==> config.mk <==
export PLATFORM = sky130hd
export DESIGN_NAME = pc_fetch_unit
export DESIGN_NICKNAME = d
export VERILOG_FILES = /design/src/rtl/pc_fetch_unit.sv
export SDC_FILE = /design/constraint.sdc
export NUM_CORES = 1
export LEC_CHECK = 0
export ABC_AREA = 1
export CORE_MARGIN = 2
export CORE_UTILIZATION = 46
export CTS_CLUSTER_DIAMETER = 150
export DETAILED_ROUTE_END_ITERATION = 10
export MAX_ROUTING_LAYER = met4
export PLACE_DENSITY = 0.81
export SLEW_MARGIN = 20
export SYNTH_ARGS = -nofsm -noshare
export SYNTH_HDL_FRONTEND = slang
export SYNTH_SLANG_ARGS = --single-unit
export TNS_END_PERCENT = 10
==> constraint.sdc <==
create_clock -name clk -period 2.05 [get_ports clk]
set_input_delay 0.41 -clock clk [delete_from_list [all_inputs] [get_ports clk]]
set_output_delay 0.41 -clock clk [all_outputs]
set_load 0.05 [all_outputs]
==> src/rtl/pc_fetch_unit.sv <==
// pc_fetch_unit: instruction fetch FSM, one outstanding imem request, IF/ID output registers.
// FETCH_MISALIGN_TRAP_EN: misaligned redirects raise sticky misalign_err and park the FSM.
module pc_fetch_unit #(
  parameter logic [31:0] RESET_PC = 32'h0000_0000
) (
  input  logic        clk,
  input  logic        rst,
  input  logic        br_en,
  input  logic [31:0] EX_MEM_PC,
  input  logic        stall,
  output logic        imem_req,
  output logic [31:0] imem_addr,
  input  logic        imem_rvalid,
  input  logic [31:0] imem_rdata,
  output logic [31:0] IF_ID_IR,
  output logic [31:0] IF_ID_PC,
  output logic [31:0] IF_ID_NPC,
  output logic        IF_ID_valid,
  output logic        misalign_err
);
  typedef enum logic [1:0] {IDLE, FETCH, WAIT, HOLD} state_t;
  state_t r_state, w_state;
  logic [31:0] r_pc, w_pc, r_ir, w_ir, r_ipc, w_ipc, r_npc, w_npc;
  logic r_valid, w_valid, r_discard, w_discard, r_err, w_err;
  logic w_req, w_pend, w_bad;
  // A stale response is still owed once this cycle ends
  assign w_req = r_state == FETCH && !r_discard;
  assign w_pend = w_req || ((r_state == WAIT || r_discard) && !imem_rvalid);
`ifdef FETCH_MISALIGN_TRAP_EN
  assign w_bad = EX_MEM_PC[1:0] != 2'b00;
  assign misalign_err = r_err;
`else
  assign w_bad = 1'b0;
  assign misalign_err = 1'b0;
`endif
  assign imem_req = w_req;
  assign imem_addr = w_req ? r_pc : 32'h0;
  assign IF_ID_IR = r_ir;
  assign IF_ID_PC = r_ipc;
  assign IF_ID_NPC = r_npc;
  assign IF_ID_valid = r_valid;
  always_comb begin
    w_state = r_state;
    w_pc = r_pc;
    w_ir = r_ir;
    w_ipc = r_ipc;
    w_npc = r_npc;
    w_valid = r_valid;
    w_discard = r_discard && !imem_rvalid;
    w_err = r_err || (br_en && w_bad);
    if (br_en) begin
      w_valid = 1'b0;
      w_discard = w_pend;
      w_state = (w_bad || r_err) ? IDLE : FETCH;
      w_pc = w_bad ? r_pc : EX_MEM_PC & 32'hFFFF_FFFC;
    end else begin
      case (r_state)
        IDLE: w_state = r_err ? IDLE : FETCH;
        FETCH: w_state = r_discard ? FETCH : WAIT;
        WAIT: if (imem_rvalid && !r_discard) begin
          w_ir = imem_rdata;
          w_ipc = r_pc;
          w_npc = r_pc + 32'd4;
          w_pc = r_pc + 32'd4;
          w_valid = 1'b1;
          w_state = HOLD;
        end
        HOLD: if (!stall) begin
          w_valid = 1'b0;
          w_state = FETCH;
        end
      endcase
    end
  end
  always_ff @(posedge clk) begin
    if (rst) begin
      r_state <= IDLE;
      r_pc <= RESET_PC;
      // Any request issued or awaited at reset still gets a late response
      r_discard <= (r_state == FETCH || r_state == WAIT) && !imem_rvalid;
      r_ir <= 32'h0000_0013;
      r_ipc <= 32'h0;
      r_npc <= 32'h0;
      r_valid <= 1'b0;
      r_err <= 1'b0;
    end else begin
      r_state <= w_state;
      r_pc <= w_pc;
      r_discard <= w_discard;
      r_ir <= w_ir;
      r_ipc <= w_ipc;
      r_npc <= w_npc;
      r_valid <= w_valid;
      r_err <= w_err;
    end
  end
endmodule

==> reports/results.ini <==
[clock_tree]
cts-root-buf=clkbuf_16
numCtsBuffers=17
cts_sinks=126
h-tree-depth=4
clock_path_buffers=2
clock_latency_ns=0.42
cts_tree=done
clkTransAtPathRegs_ns=0.06
cts_hold_buffers=0

[yosys]
netlist_area_um2=5766
synth_top_area_frac=0.4375
synth.distinct_cells=33
synth-async-reset-ratio=0
syn_area_per_cell_um2=7.006
syn_inst=823
synthTopCellsByCount=nand2_1 (175), dfxtp_1 (126), nor2_1 (125)
ys.flop_type=dfxtp_1
synth_top_area_cell=dfxtp_1
netlist_top_cells_area=dfxtp_1 (44%), nand2_1 (11%), o21ai_0 (8.2%)
synth_edf_count=0
ys_seq_area_frac=0.4375
ys_warn_count=0
synth_most_common_cell=nand2_1
synth-seq-cells=126

[power_and_ir_drop]
power_leakage_nw=3.637
power_frac_comb=0.119
vdd_drop_max_mv=0.6502
internal-power_w=0.004913
p_sw_w=0.001550
seqPwrFrac=0.394
power_density_nw_per_um2=726.5
p_sw_frac=0.2399
p_clk_frac=0.487

[final_layout]
diodes=0
area_growth_pct=54.30
drive_gt1_frac=0.1542
nNetsFinal=1080
n_fill_cell=947
postLayoutCoreUtil=0.7345
finish.instance_area_um2=8896

[critical_path]
r2r_start=r_pc[3]
reg2regPathDepth=10
path_delay_family=buffers and inverters
critPathMaxStageDelay_ns=0.83
cp_slowest_cell=clkdlybuf4s50_1
cp-end-kind=output pin
r2r_setup_slack_ns=0.27
cp.required_ns=1.64
rr_endpoint=IF_ID_NPC[16]
crit_chain=clkdlybuf4s50_1
crit_fanout=2
path_class=reg -> out
start_kind=flop
crit_buf_inv=1
arrival_ns=1.60

[hold_path]
holdPathStages=4
hp-start=rst
worstHoldEndpoint=IF_ID_NPC[17]
hold_class=in -> reg

[grt]
grt_pass1_vias=5649
grt_pass1_wl_mm=27.60
gr-usage-all-layers=0.2710
grt_max_degree=57
antenna_found_initial=0
grt.overflow.total=0

[routing]
wl_per_cell_um=14.95
dr.pass1.iters=7
route.vias.total=5942
via_per_inst=5.010
drc=0
drtIter0Drc=471
ant_nets=0
drt-total-wl_mm=17.73

[sta]
skew_ns=0.007400
period_share=0.9789
worst_pin_slew_ns=0.6110
slew-limit-headroom=0.5927
maxSlewViolCount=0
fmax_ghz=0.4983
post-route-min-period_ns=2.007
setup_ws_ns=0.04332
setup_viol=0
hold_viol=0
tns_ns=0

[floorplan]
row_count=40
die_w_um=116.0
ios=200
start_util=0.4760
fp.dieH_um=116.0
core_um2=12110
dieArea_um2=13450

[placed_design]
dp_worst_setup_slack_ns=-0.001255
port_buffers=190
dp_hpwl_mm=12.30
place_congestion=0.9608
placed_cell_area_um2=8150

[run]
drv_cap=0

[outcome]
status=finished, final reports clean

## worst max-delay path by stage
stage                             from             to  slack, ns  cells after the start
after floorplan             r_state[1]  imem_addr[22]       0.15                      5
after global placement     imem_rvalid    IF_ID_IR[7]       0.04                      9
after detailed placement   imem_rvalid   IF_ID_IR[30]     -0.001                      9
after CTS                   r_state[0]  imem_addr[12]      -0.03                      5
after global routing        r_state[1]  imem_addr[26]      -0.02                      6
final                     IF_ID_IR[27]   IF_ID_IR[27]       0.04                      1
## cells by family after synthesis
group	Yosys count	share of synthesized area
compound gates	180	0.1625
xor+xnor	6	0.009115
fa+ha+maj	4	0.008681
buf+inv	135	0.1018
flops	126	0.4375
other cells	1	0.0006504
simple gates	371	0.2797
## what timing repair did
item / CTS / global route
resized for setup: 3 / 42
setup buffers: 0 / 0
setup endpoints to repair: 30 / 34
## cells in the final DEF (no fill, tap or decap), types with 6 or more instances in the layout
| cell type | n |
|---|---|
| a21oi_1 | 67 |
| a31oi_1 | 6 |
| buf_12 | 39 |
| buf_4 | 11 |
| clkbuf_16 | 17 |
| clkbuf_8 | 6 |
| clkdlybuf4s50_1 | 154 |
| conb_1 | 7 |
| dfxtp_1 | 125 |
| inv_1 | 78 |
| inv_2 | 7 |
| nand2_1 | 174 |
| nand2_2 | 7 |
| nand3_1 | 36 |
| nor2_1 | 95 |
| nor2_2 | 34 |
| nor2_4 | 9 |
| o21ai_0 | 95 |
| xor2_1 | 6 |
## sequential cells by signal (all words and copies together), names as in the netlist
name,count
IF_ID_NPC,30
r_pc,30
IF_ID_IR,32
r_state,2
IF_ID_PC,30
r_discard,1
IF_ID_valid,1
## area by class of cell
| class | count | area (um^2) | share of cell area |
|---|---|---|---|
| clock buffers | 24 | 511.7 | 0.05752 |
| clock inverters | 6 | 105.1 | 0.01181 |
| inverters | 86 | 324.1 | 0.03643 |
| multi-input cells | 568 | 2774 | 0.3118 |
| flip-flops and latches | 126 | 2524 | 0.2837 |
| well taps | 168 | 210.2 | 0.02363 |
| repair buffers | 208 | 2447 | 0.2751 |
## routing by layer
layer / up-vias / track usage / wire length [um]
li1: 2959 / - / -
met1: 2736 / 0.3172 / 7280
met2: 215 / 0.4421 / 8987
met3: 32 / 0.07793 / 1064
met4: 0 / 0.1032 / 394
met5: - / - / 0
## through the flow
stage | instances | total power (W) | hold WS (ns)
6_report | 1186 | 0.006463 | 0.4353
2_1_floorplan | 829 | 0.002977 | 0.4920
3_5_place_dp | 1156 | 0.003308 | 0.4563
4_1_cts | 1186 | 0.006428 | 0.4230
5_1_grt | 1186 | 0.006641 | 0.4818
3_3_place_gp | 1156 | 0.003298 | 0.4525
## power by group through the flow
| stage | sequential [W] | clock (W) | combinational [W] |
|---|---|---|---|
| 2_1_floorplan | 0.00262 | 0 | 0.000362 |
| 3_3_place_gp | 0.00259 | 0 | 0.000705 |
| 3_5_place_dp | 0.00259 | 0 | 0.000713 |
| 4_1_cts | 0.00254 | 0.00316 | 0.000722 |
| 5_1_grt | 0.00255 | 0.00327 | 0.000824 |
| 6_report | 0.00255 | 0.00315 | 0.000769 |
Power figures use the tool's default switching activity.
